`config.mk`:
```
export PLATFORM = sky130hd
export DESIGN_NAME = osc_burst_scheduler
export DESIGN_NICKNAME = d
export VERILOG_FILES = /design/src/rtl/osc_pkg.sv /design/src/rtl/rr_arbiter.sv /design/src/rtl/osc_burst_scheduler.sv
export SDC_FILE = /design/constraint.sdc
export NUM_CORES = 1
export LEC_CHECK = 0
export ABC_AREA = 1
export BUFFER_PORTS_ARGS = -buffer_cell sky130_fd_sc_hd__buf_4
export CORE_MARGIN = 2
export CORE_UTILIZATION = 30
export CTS_BUF_LIST = sky130_fd_sc_hd__clkbuf_4 sky130_fd_sc_hd__clkbuf_8
export CTS_CLUSTER_DIAMETER = 50
export DETAILED_ROUTE_END_ITERATION = 8
export PLACE_DENSITY = 0.55
export RECOVER_POWER = 100
export SYNTH_ARGS = -nofsm -noshare
export SYNTH_HDL_FRONTEND = slang
export SYNTH_HIERARCHICAL = 1
export SYNTH_SLANG_ARGS = --single-unit
```
`constraint.sdc`:
```
create_clock -name clk -period 6.7 [get_ports clk]
set_input_delay 1.005 -clock clk [delete_from_list [all_inputs] [get_ports clk]]
set_output_delay 1.005 -clock clk [all_outputs]
set_load 0.03 [all_outputs]
```
`src/rtl/osc_pkg.sv`:
```
// Shared types for the oscillator burst scheduler.
// State encoding and per-requester configuration bundle.
package osc_pkg;

  localparam int OSC_CFG_W = 3;

  typedef enum logic [2:0] {
    ST_IDLE   = 3'd0,
    ST_CONFIG = 3'd1,
    ST_SETTLE = 3'd2,
    ST_RUN    = 3'd3,
    ST_DONE   = 3'd4
  } osc_state_e;

  typedef struct packed {
    logic phase;
    logic duty;
    logic freq;
  } osc_cfg_t;

endpackage

```
`src/rtl/rr_arbiter.sv`:
```
// Round-robin requester selection for the burst scheduler.
// With adv low the search starts at ptr itself, so a cleared pointer favours index 0.
module rr_arbiter #(
  parameter  int NREQ = 4,
  localparam int IW   = (NREQ > 1) ? $clog2(NREQ) : 1
) (
  input  logic [NREQ-1:0] req,
  input  logic [IW-1:0]   ptr,
  input  logic            adv,
  output logic [NREQ-1:0] win_oh,
  output logic [IW-1:0]   win_idx
);

  int          start;
  int          j;
  logic        found;
  logic [IW-1:0] idx;

  always_comb begin
    win_oh  = '0;
    win_idx = '0;
    found   = 1'b0;
    idx     = '0;
    j       = 0;
    start   = int'(ptr) + (adv ? 1 : 0);
    if (start >= NREQ) start = start - NREQ;
    for (int i = 0; i < NREQ; i++) begin
      j = start + i;
      if (j >= NREQ) j = j - NREQ;
      idx = IW'(j);
      if (!found && req[idx]) begin
        found       = 1'b1;
        win_oh[idx] = 1'b1;
        win_idx     = idx;
      end
    end
  end

endmodule

```
`src/rtl/osc_burst_scheduler.sv`:
```
// Shares one oscillator among NREQ requesters, one burst at a time.
// Outputs are registered from the next-state decode so they align with the state.
module osc_burst_scheduler
  import osc_pkg::*;
#(
  parameter int NREQ   = 4,
  parameter int LEN_W  = 8,
  parameter int SETTLE = 2
) (
  input  logic                   clk,
  input  logic                   rst,
  input  logic [NREQ-1:0]        req,
  input  logic [NREQ*LEN_W-1:0]  req_len,
  input  logic [NREQ*3-1:0]      req_cfg,
  output logic [NREQ-1:0]        gnt,
  output logic [NREQ-1:0]        done,
  output logic                   osc_rst,
  output logic                   osc_en,
  output logic                   osc_freq_sel,
  output logic                   osc_duty_sel,
  output logic                   osc_phase_sel,
  output logic                   busy
);

  localparam int IW = (NREQ > 1) ? $clog2(NREQ) : 1;

  osc_state_e       state_q, state_d;
  logic [NREQ-1:0]  gnt_q, gnt_d;
  logic [NREQ-1:0]  done_q, done_d;
  logic             osc_rst_q, osc_rst_d;
  logic             osc_en_q, osc_en_d;
  logic             busy_q, busy_d;
  osc_cfg_t         cfg_q, cfg_d;
  logic [LEN_W-1:0] len_q, len_d;
  logic [3:0]       stl_q, stl_d;
  logic [IW-1:0]    ptr_q, ptr_d;
  logic             ptr_vld_q, ptr_vld_d;

  logic [NREQ-1:0]      win_oh;
  logic [IW-1:0]        win_idx;
  logic [OSC_CFG_W-1:0] sel_cfg;
  logic [LEN_W-1:0]     sel_len;

  rr_arbiter #(
    .NREQ (NREQ)
  ) u_arb (
    .req     (req),
    .ptr     (ptr_q),
    .adv     (ptr_vld_q),
    .win_oh  (win_oh),
    .win_idx (win_idx)
  );

  always_comb begin
    sel_cfg = '0;
    sel_len = '0;
    for (int i = 0; i < NREQ; i++) begin
      if (win_oh[i]) begin
        sel_cfg = sel_cfg | req_cfg[i*OSC_CFG_W +: OSC_CFG_W];
        sel_len = sel_len | req_len[i*LEN_W +: LEN_W];
      end
    end
  end

  always_comb begin
    state_d   = state_q;
    gnt_d     = gnt_q;
    cfg_d     = cfg_q;
    len_d     = len_q;
    stl_d     = stl_q;
    ptr_d     = ptr_q;
    ptr_vld_d = ptr_vld_q;
    unique case (state_q)
      ST_IDLE: begin
        if (|req) begin
          state_d   = ST_CONFIG;
          gnt_d     = win_oh;
          ptr_d     = win_idx;
          ptr_vld_d = 1'b1;
          cfg_d     = osc_cfg_t'(sel_cfg);
          len_d     = sel_len;
        end
      end
      ST_CONFIG: begin
        state_d = ST_SETTLE;
        stl_d   = 4'(SETTLE);
      end
      ST_SETTLE: begin
        stl_d = stl_q - 4'd1;
        if (stl_q == 4'd1) begin
          state_d = (len_q == '0) ? ST_DONE : ST_RUN;
        end
      end
      ST_RUN: begin
        len_d = len_q - LEN_W'(1);
        if (len_q == LEN_W'(1)) state_d = ST_DONE;
      end
      ST_DONE: begin
        state_d = ST_IDLE;
        gnt_d   = '0;
      end
      default: begin
        state_d = ST_IDLE;
        gnt_d   = '0;
      end
    endcase
    osc_en_d  = (state_d == ST_RUN);
    osc_rst_d = (state_d == ST_CONFIG);
    busy_d    = (state_d != ST_IDLE);
    done_d    = (state_d == ST_DONE) ? gnt_d : '0;
  end

  always_ff @(posedge clk) begin
    if (rst) begin
      state_q   <= ST_IDLE;
      gnt_q     <= '0;
      done_q    <= '0;
      osc_rst_q <= 1'b0;
      osc_en_q  <= 1'b0;
      busy_q    <= 1'b0;
      cfg_q     <= '0;
      len_q     <= '0;
      stl_q     <= '0;
      ptr_q     <= '0;
      ptr_vld_q <= 1'b0;
    end else begin
      state_q   <= state_d;
      gnt_q     <= gnt_d;
      done_q    <= done_d;
      osc_rst_q <= osc_rst_d;
      osc_en_q  <= osc_en_d;
      busy_q    <= busy_d;
      cfg_q     <= cfg_d;
      len_q     <= len_d;
      stl_q     <= stl_d;
      ptr_q     <= ptr_d;
      ptr_vld_q <= ptr_vld_d;
    end
  end

  assign gnt           = gnt_q;
  assign done          = done_q;
  assign osc_rst       = osc_rst_q;
  assign osc_en        = osc_en_q;
  assign busy          = busy_q;
  assign osc_freq_sel  = cfg_q.freq;
  assign osc_duty_sel  = cfg_q.duty;
  assign osc_phase_sel = cfg_q.phase;

endmodule

```
Yosys cells after proc, flatten, opt, wreduce, memory -nomap -nowiden
Index checks and enable logic that the tools add are counted.
{"block": "totals", "ff_bits": 32, "in_bits": 50, "out_inout_bits": 14}
{"block": "classes", "n_addsub": 11, "n_lt_le_gt_ge": 13, "eq_ne": 9, "mux": 51, "bitwise": 10, "reduce_logical": 20}
{"op": "greater-or-equal comparator 32 x 4 -> 1 bit (second input constant)", "n": 5}
{"op": "adder 32 x 3 -> 32 bit (second input constant)", "n": 2}
{"op": "2-to-1 mux 8 bit", "n": 5}
{"op": "adder 3 x 32 -> 32 bit", "n": 1}
{"op": "adder 32 x 2 -> 32 bit (second input constant)", "n": 1}
{"op": "2-to-1 mux 32 bit", "n": 1}
{"op": "subtractor 32 x 4 -> 32 bit (second input constant)", "n": 1}
{"op": "2-to-1 mux 3 bit", "n": 8}
{"op": "OR 8 bit", "n": 3}
{"op": "2-to-1 mux 4 bit", "n": 5}
{"op": "2-to-1 mux 2 bit", "n": 8}
{"op": "one-hot mux 4 bit (2 select lines)", "n": 2}
{"op": "one-hot mux 8 bit (2 select lines)", "n": 1}
{"op": "< comparator 2 x 3 -> 1 bit (second input constant)", "n": 4}
{"op": "2-to-1 mux 1 bit", "n": 12}
{"op": "OR 4 bit", "n": 3}
{"op": "one-hot mux 3 bit (4 select lines)", "n": 1}
{"op": "== test 3 x 2 -> 1 bit (second input constant)", "n": 3}
{"op": "OR 3 bit", "n": 3}
{"op": "binary-select mux 1 bit (select 2 bit)", "n": 4}
{"op": "demux 1 bit (select 2 bit)", "n": 4}
{"op": "== test 8 x 1 -> 1 bit (second input constant)", "n": 1}
{"op": "greater-or-equal comparator 2 x 1 -> 1 bit (second input constant)", "n": 4}
{"op": "zero test 8 bit", "n": 1}
{"op": "other kinds (17)", "n": 31}

Longest topological paths before layout
{"block": "logic_depth", "ltp_word": 27, "depth_mapped": 19, "mapped_depth_nobuf": 18}

By module
Netlist, hierarchy kept.
{"mod": "osc_burst_scheduler", "n_inst": 1, "cells_per_inst": 284, "area_each_um2": 1844.3, "seq_area_each_um2": 640.6}
{"mod": "rr_arbiter", "n_inst": 1, "cells_per_inst": 97, "area_each_um2": 566.8, "seq_area_each_um2": 0.0}

Worst setup path after synthesis
OpenSTA, ideal clock, no wires.
{"block": "synth_path", "path_kind": "register to register", "start": "register ptr_q[0]", "end": "register len_q[2]", "arrival_time_ns": 2.261, "required_ns": 6.635, "setup_slack_ns": 4.374, "path_stages_with_launch": 20, "n_path_buf": 2, "synth_period_minus_slack_ns": 2.326, "path_cell_list": "dfxtp_1 ha_1 inv_1 nand2_1 nand2_1 ha_1 inv_1 nand2_2 nand2_4 nor2_4 buf_6 nand3_1 nand3_1 buf_2 nand2_1 nand4_1 nand2_1 o21ai_0 nor2_1 nor2_1"}
{"block": "synth_via", "elab_chain_cells": 26, "word_cells_on_any_way": 72}
{"item": "start, declared", "line_no": "osc_burst_scheduler.sv:36", "rtl": "logic [IW-1:0] ptr_q, ptr_d;"}
{"item": "start signal, assigned", "line_no": "osc_burst_scheduler.sv:136", "rtl": "ptr_q <= ptr_d;"}
{"item": "adder 3 x 32 -> 32 bit (*)", "line_no": "rr_arbiter.sv:25", "rtl": "start = int'(ptr) + (adv ? 1 : 0);"}
{"item": "subtractor 32 x 4 -> 32 bit / greater-or-equal comparator 32 x 4 -> 1 bit (equally long branches)", "line_no": "rr_arbiter.sv:26", "rtl": "if (start >= NREQ) start = start - NREQ;"}
{"item": "2-to-1 mux 32 bit (*)", "line_no": "rr_arbiter.sv:26"}
{"item": "branches (longest 13 deep; another with adder 32 x 2 -> 32 bit)"}
{"item": "2-to-1 mux 4 bit (*)", "line_no": "rr_arbiter.sv:31", "rtl": "if (!found && req[idx]) begin"}
{"item": "via win_oh[0]", "line_no": "osc_burst_scheduler.sv:39", "rtl": "logic [NREQ-1:0] win_oh;"}
{"item": "2-to-1 mux 8 bit (*)", "line_no": "osc_burst_scheduler.sv:58", "rtl": "if (win_oh[i]) begin"}
{"item": "OR 8 bit", "line_no": "osc_burst_scheduler.sv:60", "rtl": "sel_len = sel_len | req_len[i*LEN_W +: LEN_W];"}
{"item": "2-to-1 mux 8 bit (*)", "line_no": "osc_burst_scheduler.sv:58"}
{"item": "OR 8 bit", "line_no": "osc_burst_scheduler.sv:60"}
{"item": "2-to-1 mux 8 bit (*)", "line_no": "osc_burst_scheduler.sv:58"}
{"item": "OR 8 bit", "line_no": "osc_burst_scheduler.sv:60"}
{"item": "2-to-1 mux 8 bit (*)", "line_no": "osc_burst_scheduler.sv:58"}
{"item": "2-to-1 mux 8 bit (*)", "line_no": "osc_burst_scheduler.sv:75", "rtl": "if (|req) begin"}
{"item": "one-hot mux 8 bit (2 select lines) (*)", "line_no": "osc_burst_scheduler.sv:73", "rtl": "unique case (state_q)"}
{"item": "end signal, assigned", "line_no": "osc_burst_scheduler.sv:134", "rtl": "len_q <= len_d;"}
{"item": "end, declared", "line_no": "osc_burst_scheduler.sv:34", "rtl": "logic [LEN_W-1:0] len_q, len_d;"}
Mark *: on every way through the listed nets, which the timed path passes. The select of a mux whose other input is x is not followed.
A chain may end at the register's enable or synchronous reset.

Final worst setup path
{"block": "layout_path", "start": "register ptr_q[0]", "end": "register len_q[5]"}
{"block": "layout_via", "word_cells_on_any_way": 72}
{"item": "adder 3 x 32 -> 32 bit (*)", "line_no": "rr_arbiter.sv:25"}
{"item": "subtractor 32 x 4 -> 32 bit / greater-or-equal comparator 32 x 4 -> 1 bit (equally long branches)", "line_no": "rr_arbiter.sv:26"}
{"item": "2-to-1 mux 32 bit (*)", "line_no": "rr_arbiter.sv:26"}
{"item": "branches (longest 13 deep; another with adder 32 x 2 -> 32 bit)"}
{"item": "2-to-1 mux 4 bit (*)", "line_no": "rr_arbiter.sv:31"}
{"item": "via win_oh[3]", "line_no": "osc_burst_scheduler.sv:39"}
{"item": "2-to-1 mux 8 bit (*)", "line_no": "osc_burst_scheduler.sv:58"}
{"item": "2-to-1 mux 8 bit (*)", "line_no": "osc_burst_scheduler.sv:75"}
{"item": "one-hot mux 8 bit (2 select lines) (*)", "line_no": "osc_burst_scheduler.sv:73"}
Marked as above.

==> impl_metrics.csv <==
group,metric,value,unit
final_layout,final_common_cell,"nand2_1",
setup_path,crit_type,"register to register",
placement,dp.cells,536,
sta,fin_crit,3.436,ns
yosys,ys_seq_area_share,26.57,%
yosys,ys_ff_latch,32,
final_layout,fin_cells,544,
yosys,synth_area_leaders,"dfxtp_1, nand2_1, nor2_1, nand3_1, inv_1",
clock_tree,numCtsBuffers,5,
final_layout,fin_nets,502,
clock_tree,cts_tree,"yes",
global_routing,grt_pass1_vias,2407,
clock_tree,post_cts_buffers,0,
power_and_ir_drop,irDropWorstVdd,0.1824,mV
die,die_w,93.65,um
die,dieArea,8770,sq um
clock_tree,cts_resized,0,
die,ios,64,
setup_path,path_delay_family,"simple AND/OR/NAND/NOR gates",
sta,relSlewSlack,25.91,%
yosys,syn-instance-count,381,
global_routing,grt_max_degree,20,
clock_tree,cts_num_sinks,32,
setup_path,crit_path_start_kind,"register",
yosys,syn_avg_cell_area,6.328,sq um
placement,gp_congestion,0.8816,
routing,first_iter_violations,117,
sta,fmax,291.1,MHz
yosys,synth-edff-count,0,
yosys,synth_flop_cell,"dfxtp_1",
global_routing,grt_usage,15.70,%
setup_path,path_max_fanout,12,
sta,tightest_slew,1.107,ns
setup_path,worstPathBufferInverterCount,1,
yosys,yosysTopAreaCellShare,26.57,%
routing,via_per_inst,4.627,
flow_run,maxCapViolCount,0,
setup_path,worstPathArrival,3.67,ns
clock_tree,cts_hold_buf,0,
setup_path,slowest_delay,0.58,ns
yosys,synth_cell_types,31,
power_and_ir_drop,totalPowerFinal,1407,uW
routing,wl,6.682,mm
setup_path,worstPathCellList,"ha_1, ha_1, inv_1, nand2_1, nand2_1, nor2_1, nand3_2, nand3_1, nand2_1, nand4_1, nor2_1, nand2_1, nand3_1, nor2_1",
yosys,async_flop_share,0,%
yosys,ys_warn_count,6,
sta,skew,0.006748,ns
clock_tree,worstSkewPairLatency,0.29,ns
setup_path,crit_slowest_cell,"nor2_1",
placement,io_buffers,63,
sta,rsz0062_at_grt,"no",
clock_tree,clockRootBuffer,"clkbuf_8",
setup_path,end_kind,"register",
clock_tree,cts_max_level,2,
die,start_util,31.04,%
sta,setup_viol,0,
routing,ant_nets,0,
power_and_ir_drop,leakage,0.001452,uW
final_layout,drive_gt1_share,19.91,%
clock_tree,cts.reportedPaths.clkPinSlew,0.08,ns
sta,finalCritPeriodShare,51.28,%
yosys,synth.largest_area_cell,"dfxtp_1",
routing,wl_per_cell,12.28,um
routing,drc_errors,0,
power_and_ir_drop,powerDensity,473.6,nW/um^2
sta,maxSlewViolCount,0,
min_path,hold_class,"register to register",
placement,post-dp-hpwl,5.079,mm
global_routing,overflow,0,
final_layout,final_core_util,38.24,%
setup_path,required,6.93,ns
die,coreArea,7767,sq um
sta,hold_violations,0,
global_routing,antenna_found_initial,0,
sta,fin_tns_setup,0,ns
global_routing,grt_pass1_wl,11.03,mm
yosys,synth_area,2411,sq um
final_layout,fillers,882,
yosys,synth_nets,442,
setup_path,cpMostUsedCell,"nand2_1",
clock_tree,clk_path_buf_depth,2,
routing,first_pass_iters,5,
final_layout,diodes,0,
die,fp.dieH,93.65,um
run_status,outcome,"finished clean",
final_layout,final_cell_mix,"nand2_1, nor2_1, buf_4, inv_1, nand3_1",
routing,num_vias,2517,
final_layout,area_growth,23.20,%
die,num_rows,32,
-- cells by family after synthesis --
kind of cell    Yosys count  share of synthesized area, %
xor+xnor                  1                        0.3633
flops                    32                         26.57
simple gates            243                         48.26
fa+ha+maj                11                         5.708
compound gates           36                         7.940
buf+inv                  58                         11.16
-- cell type report --
type                            instances  area (sq um)  area share (%)
Sequential cell                        32         640.6           21.57
Timing Repair Buffer                   63         412.9           13.90
Inverter                               48         191.4           6.445
Tap cell                              102         127.6           4.297
Clock buffer                            7         96.34           3.243
Clock inverter                          1         30.03           1.011
Multi-Input combinational cell        291          1471           49.54
-- Yosys cell counts (2+ instances only) --
| library cell | number |
|---|---|
| o22ai_1 | 2 |
| ha_1 | 11 |
| nor2_2 | 2 |
| dfxtp_1 | 32 |
| nand3_1 | 34 |
| o21ai_0 | 20 |
| nand3_2 | 2 |
| inv_1 | 41 |
| nand4_1 | 15 |
| inv_4 | 2 |
| nand2_1 | 114 |
| nand2_2 | 15 |
| nand2_4 | 6 |
| o21ai_1 | 2 |
| inv_2 | 3 |
| or2_1 | 2 |
| nor2_4 | 3 |
| a21oi_1 | 10 |
| buf_6 | 4 |
| nor2_1 | 46 |
| buf_2 | 5 |
-- path summary, 6_finish.rpt --
kind	depth (start not counted)	slack [ns]	from	endpoint
worst max-delay path	14	3.26	ptr_q[0]	len_q[5]
worst min-delay path	2	0.47	stl_q[2]	stl_q[2]
worst max register to register	14	3.26	ptr_q[0]	len_q[5]
worst min register to register	2	0.47	stl_q[2]	stl_q[2]
-- state kept, by name (all words and copies together), names as in the netlist --
signal / count
osc_duty_sel: 1
stl_q: 4
len_q: 8
osc_rst: 1
osc_en: 1
gnt: 4
osc_freq_sel: 1
state_q: 3
osc_phase_sel: 1
ptr_q: 2
busy: 1
ptr_vld_q: 1
done: 4
-- worst reg2reg max path, cell delays in order (launching register included) --
cell and delay (ns):
dfxtp_1 0.31, ha_1 0.48, ha_1 0.45, inv_1 0.09, nand2_1 0.07, nand2_1 0.13
nor2_1 0.58, nand3_2 0.13, nand3_1 0.51, nand2_1 0.15, nand4_1 0.17, nor2_1 0.06
nand2_1 0.05, nand3_1 0.08, nor2_1 0.12
-- where the power goes --
group / switching [uW] / internal, uW / leakage, uW / total [uW]
clock: 76.3 / 131 / 0.0000645 / 208
sequential: 39.5 / 245 / 0.000263 / 285
combinational: 622 / 293 / 0.00112 / 915
-- routing by layer --
layer | track usage [%] | share of wire, % | up-vias
met5 | 0 | 0 | -
met3 | 3.371 | 7.6 | 6
met2 | 25.06 | 42 | 91
met1 | 21.22 | 49 | 1093
met4 | 4.831 | 1.1 | 0
li1 | - | - | 1327
-- metrics by stage --
| step | setup WS, ns | hold slack (ns) | area (sq um) |
|---|---|---|---|
| floorplan | 4.374 | 0.4430 | 2411 |
| detailed placement | 3.667 | 0.4594 | 2938 |
| global placement | 3.717 | 0.4525 | 2938 |
| global route | 2.921 | 0.4901 | 2970 |
| CTS | 3.656 | 0.4695 | 3064 |
| finish | 3.265 | 0.4656 | 2970 |
No activity file was read; power rests on OpenSTA's default activity.
